[src/rtl/pipeline_pkg.sv]
// Shared types for the pipeline stage handshake: FSM states and sticky fault codes.
package pipeline_pkg;

    typedef enum logic [2:0] {
        IDLE   = 3'd0,
        LAUNCH = 3'd1,
        WAIT   = 3'd2,
        COMMIT = 3'd3,
        FAULT  = 3'd4
    } stageState_t;

    typedef enum logic [1:0] {
        FAULT_NONE       = 2'b00,
        FAULT_TIMEOUT    = 2'b01,
        FAULT_START_BUSY = 2'b10
    } faultCode_t;

endpackage

[src/rtl/saturating_counter.sv]
// Up-counter with synchronous clear and enable that sticks at all-ones instead of wrapping.
module saturating_counter #(
    parameter int WIDTH = 16
) (
    input  logic             clockIn,
    input  logic             resetIn,
    input  logic             clearIn,
    input  logic             enableIn,
    output logic [WIDTH-1:0] countOut
);

    always_ff @(posedge clockIn or negedge resetIn) begin
        if (!resetIn) begin
            countOut <= '0;
        end else if (clearIn) begin
            countOut <= '0;
        end else if (enableIn && (countOut != '1)) begin
            countOut <= countOut + 1'b1;
        end
    end

endmodule

[src/rtl/stage_responder.sv]
// Per-stage launch/wait/commit sequencer with timeout and start-while-busy fault detection.
// Define STAGE_PERF_COUNTER_EN to build the busy-cycle performance counter.
module stage_responder
    import pipeline_pkg::*;
#(
    parameter int TIMEOUT_CYCLES = 16,
    parameter int COUNTER_WIDTH  = 16
) (
    input  logic                     clockIn,
    input  logic                     resetIn,
    input  logic                     startIn,
    input  logic                     clearIn,
    input  logic                     jumpIn,
    input  logic                     operationDoneIn,
    output logic                     operationStartOut,
    output logic                     latchEnableOut,
    output logic                     readyOut,
    output logic [1:0]               faultOut,
    output logic [COUNTER_WIDTH-1:0] busyCyclesOut
);

    stageState_t              state;
    stageState_t              nextState;
    faultCode_t               faultReg;
    faultCode_t               nextFault;
    logic [COUNTER_WIDTH-1:0] waitCount;
    logic                     timeoutHit;

    // Held at zero outside WAIT so every operation starts its wait count afresh.
    saturating_counter #(.WIDTH(COUNTER_WIDTH)) waitCounter (
        .clockIn  (clockIn),
        .resetIn  (resetIn),
        .clearIn  (clearIn || (state != WAIT)),
        .enableIn (state == WAIT),
        .countOut (waitCount)
    );

    assign timeoutHit = (TIMEOUT_CYCLES != 0) && (state == WAIT) &&
                        (64'(waitCount) == (64'(TIMEOUT_CYCLES) - 64'd1));

`ifdef STAGE_PERF_COUNTER_EN
    saturating_counter #(.WIDTH(COUNTER_WIDTH)) busyCounter (
        .clockIn  (clockIn),
        .resetIn  (resetIn),
        .clearIn  (clearIn),
        .enableIn (state != IDLE),
        .countOut (busyCyclesOut)
    );
`else
    assign busyCyclesOut = '0;
`endif

    always_ff @(posedge clockIn or negedge resetIn) begin
        if (!resetIn) begin
            state    <= IDLE;
            faultReg <= FAULT_NONE;
        end else begin
            state    <= nextState;
            faultReg <= nextFault;
        end
    end

    // Priority: clear, then jump flush, then timeout, then start-while-busy, then done.
    always_comb begin
        nextState = state;
        nextFault = faultReg;
        if (clearIn) begin
            nextState = IDLE;
            nextFault = FAULT_NONE;
        end else begin
            unique case (state)
                IDLE: begin
                    if (startIn) nextState = LAUNCH;
                end
                LAUNCH: begin
                    if (jumpIn) begin
                        nextState = IDLE;
                    end else if (startIn) begin
                        nextState = FAULT;
                        nextFault = FAULT_START_BUSY;
                    end else begin
                        nextState = WAIT;
                    end
                end
                WAIT: begin
                    if (jumpIn) begin
                        nextState = IDLE;
                    end else if (timeoutHit && !operationDoneIn) begin
                        nextState = FAULT;
                        nextFault = FAULT_TIMEOUT;
                    end else if (startIn) begin
                        nextState = FAULT;
                        nextFault = FAULT_START_BUSY;
                    end else if (operationDoneIn) begin
                        nextState = COMMIT;
                    end
                end
                COMMIT: begin
                    if (startIn) begin
                        nextState = FAULT;
                        nextFault = FAULT_START_BUSY;
                    end else begin
                        nextState = IDLE;
                    end
                end
                FAULT: begin
                    nextState = FAULT;
                end
                default: begin
                    nextState = IDLE;
                end
            endcase
        end
    end

    always_comb begin
        readyOut          = (state == IDLE);
        operationStartOut = (state == LAUNCH);
        latchEnableOut    = (state == COMMIT);
        faultOut          = faultReg;
    end

endmodule

[config.mk]
export PLATFORM = sky130hd
export DESIGN_NAME = stage_responder
export DESIGN_NICKNAME = d
export VERILOG_FILES = /design/src/rtl/pipeline_pkg.sv /design/src/rtl/saturating_counter.sv /design/src/rtl/stage_responder.sv
export SDC_FILE = /design/constraint.sdc
export NUM_CORES = 1
export LEC_CHECK = 0
export ABC_CLOCK_PERIOD_IN_PS = 2500
export CORE_MARGIN = 2
export CORE_UTILIZATION = 51
export DETAILED_ROUTE_END_ITERATION = 7
export PLACE_DENSITY = 0.84
export SYNTH_ARGS = -nofsm -noshare
export SYNTH_HDL_FRONTEND = slang
export SYNTH_SLANG_ARGS = --single-unit
[constraint.sdc]
create_clock -name clockIn -period 2.5 [get_ports clockIn]
set_clock_uncertainty 0.05 [all_clocks]
set_input_delay 0.75 -clock clockIn [delete_from_list [all_inputs] [get_ports clockIn]]
set_output_delay 0.75 -clock clockIn [all_outputs]
set_load 0.005 [all_outputs]
== After elaboration in Yosys (flattened, before gate mapping) ==
Index checks and enable logic that the tools add are counted.

* Register bits after elaboration: 21

* Add/sub/neg operators: 1
* Equality and inequality tests: 11
* Muxes and demuxes: 18
* Reduce and logical (&&, ||, !) cells: 10

{| class="wikitable"
|+ Operators with widths
! cell !! number
|-
| 16-bit two-way mux || 2
|-
| 3-bit two-way mux || 9
|-
| 16-bit by 1-bit adder with 16-bit output, second input constant || 1
|-
| 16-bit by 4-bit == test with 1-bit output, second input constant || 1
|-
| 16-bit != test, second input constant || 1
|-
| 3-bit case mux with 5 select lines || 1
|-
| 2-bit two-way mux || 5
|-
| 3-bit != test, second input constant || 3
|-
| 3-bit by 2-bit == test with 1-bit output, second input constant || 2
|-
| 6-bit != test, second input constant || 1
|-
| 2-bit case mux with 3 select lines || 1
|-
| 4-bit nonzero test || 1
|-
| 3-bit by 1-bit == test with 1-bit output, second input constant || 1
|-
| 3-bit == test, second input constant || 1
|-
| 1-bit logical AND || 3
|-
| 3-bit zero test || 1
|-
| 3-bit by 2-bit != test with 1-bit output, second input constant || 1
|-
| 3-bit AND reduction || 1
|-
| 2-bit AND reduction || 1
|-
| 2-bit nonzero test || 1
|-
| 1-bit zero test || 1
|-
| 1-bit logical OR || 1
|}

== Longest topological paths before layout ==
* Depth after elaboration: 7
* Depth in mapped cells: 7
* Depth with buffers taken out: 5

== Cells and area by module ==
Synthesis repeated with hierarchy kept, for this count alone.

* Cells, all modules: 156
* Area, all modules: 1,433.9 um^2

{| class="wikitable"
|+ By module, submodules not included
! module !! times used !! cells each !! area an instance (um^2) !! sequential area each (um^2)
|-
| saturating_counter || 1 || 98 || 942.2 || 400.4
|-
| stage_responder || 1 || 58 || 491.7 || 125.1
|}

== Least setup slack after synthesis ==
Ideal clock, no wire load.

* Path kind: reg2reg
* From: reg waitCounter.countOut[0]
* To: reg waitCounter.countOut[15]
* Arrival time: 1.751 ns
* Slack: 0.620 ns
* Stages on the path, launching flop included: 8
* Buffers on the path: 2
* Cells stage by stage: dfrtp_1 ha_1 and3_1 buf_2 and3_4 buf_6 a2111oi_2 mux2i_1

* Word-level cells in the longest chain between the ends: 3
* Elaborated cells between the ends (all ways): 6
* Those cells by class: add/sub (1); eq/ne (1); mux (2); reduce/logical (2)

{| class="wikitable"
|+ Ends and longest elaborated chain
! what !! RTL line !! source
|-
| start: declaration || saturating_counter.sv:9 || <nowiki>output logic [WIDTH-1:0] countOut</nowiki>
|-
| start signal: assignment || saturating_counter.sv:18 || <nowiki>countOut <= countOut + 1'b1;</nowiki>
|-
| 16-bit by 1-bit adder with 16-bit output or 16-bit != test (tied branches) || saturating_counter.sv:18, saturating_counter.sv:17 ||
|-
| 16-bit two-way mux or 1-bit logical AND (tied branches) || saturating_counter.sv:17 || <nowiki>end else if (enableIn && (countOut != '1)) begin</nowiki>
|-
| 16-bit two-way mux or 2-bit nonzero test (tied branches) || - ||
|}

Parallel ways exist; a longest one is shown, timed or not. The select of a mux whose other input is x is not followed.
A chain may end at the register's enable or synchronous reset.

== Final worst setup path ==
* From: reg state[1]
* To: out operationStartOut

* Word-level cells in the longest chain between the ends: 1

{| class="wikitable"
|+ Ends and longest elaborated chain
! what !! RTL line !! source
|-
| start: declaration || stage_responder.sv:22 || <nowiki>stageState_t state;</nowiki>
|-
| start signal: assignment || stage_responder.sv:58 || <nowiki>state <= nextState;</nowiki>
|-
| 3-bit by 1-bit == test with 1-bit output || stage_responder.sv:118 || <nowiki>operationStartOut = (state == LAUNCH);</nowiki>
|-
| end: declaration || stage_responder.sv:15 || <nowiki>output logic operationStartOut,</nowiki>
|}

No other way between the ends.

==> impl_metrics.py <==
metrics = {
    "outcome": {
        "status": "finished, final reports clean",
    },
    "route": {
        "via_per_inst": 5.897,
        "drc": 0,
        "routed_wl_um": 2656,
        "drtPass1Iterations": 4,
        "wl_per_cell_um": 13.69,
        "ant_nets": 0,
        "initialDrtViolationCount": 64,
        "routed-via-count": 1144,
    },
    "setup_path": {
        "end_kind": "output pin",
        "critPathKind": "reg -> out",
        "cp_max_fo": 2,
        "start_kind": "register",
        "arrival_ns": 1.63,
        "critical_path_required_ns": 1.70,
    },
    "global_routing": {
        "grt_pass1_wl_um": 4761,
        "grt_antenna_before_repair": 0,
        "grt_usage_pct": 18.36,
        "grt_max_degree": 22,
        "gr-total-overflow": 0,
        "grt_pass1_vias": 1120,
    },
    "die": {
        "row_count": 19,
        "core_sq_um": 2686,
        "io_pins": 27,
        "die_h_um": 56.72,
        "initial_core_util_pct": 52.77,
        "fp.dieW_um": 56.72,
        "dieArea_sq_um": 3217,
    },
    "clock_network": {
        "cts_setup_buffers": 0,
        "cts_resized": 1,
        "clkSlewWorstSetupHoldPaths_ns": 0.10,
        "cts_max_level": 1,
        "cts_buffers": 3,
        "tritoncts": "done",
        "clock_path_buffers": 2,
        "cts-root-buf": "clkbuf_4",
        "clock-sinks": 21,
        "clk_latency_ns": 0.30,
        "cts_hold_buf": 0,
    },
    "placement": {
        "hpwl_um": 2058,
        "dp.cells": 190,
        "port_buffers": 10,
        "gp_congestion": 0.9071,
    },
    "timing": {
        "setup_viol": 0,
        "slew_viol_final": 0,
        "rsz0062_at_grt": "no",
        "hold_viol_final": 0,
        "fin_setup_tns_ns": 0,
        "finalCritPeriodShare_pct": 97.36,
        "max_freq_ghz": 0.4109,
        "hold_slack_ns": 0.4721,
        "final.min_clock_period_ns": 2.434,
    },
    "logic_synthesis": {
        "syn_area_sq_um": 1418,
        "synth_area_leaders": "dfrtp_1 (37%), buf_4 (8.5%), mux2i_1 (4.2%), a21oi_1 (3.2%), nand2_1 (3.2%)",
        "synthArstFlopShare_pct": 100.0,
        "yosys_warnings": 0,
        "synth.largest_area_cell": "dfrtp_1",
        "ys_types": 45,
        "synth_top_area_share_pct": 37.07,
        "ys.flop_type": "dfrtp_1",
        "avgSynthCellArea_sq_um": 9.326,
        "synth-edff-count": 0,
        "synth-seq-cells": 21,
        "synthCells": 152,
        "ys_seq_area_share_pct": 37.07,
    },
    "power_and_ir_drop": {
        "ir_worst_vdd_v": 0.0002466,
        "power.density_nw_per_um2": 367.1,
        "p_leak_nw": 0.6509,
    },
    "finish": {
        "diodes": 0,
        "nFillCells": 243,
        "drive_gt1_share_pct": 11.66,
        "nets": 171,
        "area_growth_syn_to_layout_pct": 7.149,
        "fin_cells": 194,
        "ff_latch_area_sq_um": 525.5,
        "multiInputGateArea_sq_um": 760.7,
    },
    "hold_path": {
        "holdCritPathClass": "reg -> reg",
    },
    "job": {
        "cap_violations": 0,
    },
}
final timing paths:
kind / from / endpoint / slack, ns / depth (start not counted)
worst max register to register: waitCounter.countOut[0] / waitCounter.countOut[15] / 0.58 / 5
max in group asynchronous: resetIn / waitCounter.countOut[14] / 1.46 / 2
worst max-delay path: state[1] / operationStartOut / 0.07 / 3
worst min register to register: waitCounter.countOut[10] / waitCounter.countOut[10] / 0.47 / 1
min in group asynchronous: resetIn / waitCounter.countOut[10] / 0.73 / 2
worst min-delay path: waitCounter.countOut[10] / waitCounter.countOut[10] / 0.47 / 1
placed cells by master, fill, tap and decap left out, drive strengths merged, types with 3 or more instances in the layout:
cell type	instances
nand2b	4
and4	6
nor3	6
inv	6
and3	4
nor2	4
buf	6
o31ai	4
a211oi	3
nand3	7
o21ai	5
clkbuf	4
nand2	12
clkdlybuf4s50	10
nand4	4
a21oi	9
conb	16
mux2i	6
dfrtp	21
synth_stat cells, types with 2 or more instances:
library cell	instances
and4_1	4
a211oi_1	3
mux2i_1	6
o31ai_1	4
buf_6	2
buf_2	6
nand2_1	12
and4_4	2
dfrtp_1	21
nand2b_1	4
a31oi_1	2
inv_1	6
nor4_1	2
o21ai_0	4
nor3_1	6
and3_1	3
or2b_1	2
buf_4	16
nand3_1	7
a21oi_1	9
or4_1	2
nor2_1	4
nand4_1	3
per-stage QoR:
step                      total power [W]  setup slack [ns]  utilization (%)  instance area, sq um
after floorplan                 0.0003946            0.6197                -                  1474
after global placement          0.0004056           0.06876            55.29                  1485
after detailed placement        0.0004076          0.002018            55.29                  1485
after CTS                       0.0005635           0.05452            56.36                  1514
after global routing            0.0005851           0.02110            56.54                  1519
final                           0.0005577           0.06608            56.54                  1519
power by group:
group          switching [W]  internal, W  total [W]
Combinational      0.0000327    0.0000262  0.0000589
Clock              0.0000929    0.0000622   0.000155
Sequential        0.00000151     0.000342   0.000344
layer usage:
layer / share of wire [%] / global-route usage, % / wire, um
met5: 0 / 0 / 0
met4: 2.0 / 7.823 / 52
met3: 4.2 / 3.226 / 112
met2: 48 / 30.07 / 1282
met1: 45 / 23.68 / 1208
cell type report:
type	instances	share of cell area (%)
sequential	21	34.60
timing repair buffer	16	9.555
tap	31	2.554
inverter	6	1.483
multi-input combinational	116	50.08
clock buffer	4	1.730
cell families after synthesis:
kind of cell	synth area share, %
and+or+nand+nor	28.07
AOI/OAI and AO/OA	15.71
buffers and inverters	13.77
DFF	37.07
muxes	4.237
adders and majority gates	0.8825
other	0.2645
worst max-delay path: stages (launching register included):
cell and delay, ns:
dfrtp_1 0.40, or3b_4 0.40, inv_1 0.06, clkdlybuf4s50_1 0.49
state kept, by name, indices dropped and copies added (netlist names):
register	cells
state	3
waitCounter.countOut	16
faultOut	2
Note: power is estimated with default switching activity, not from simulation.
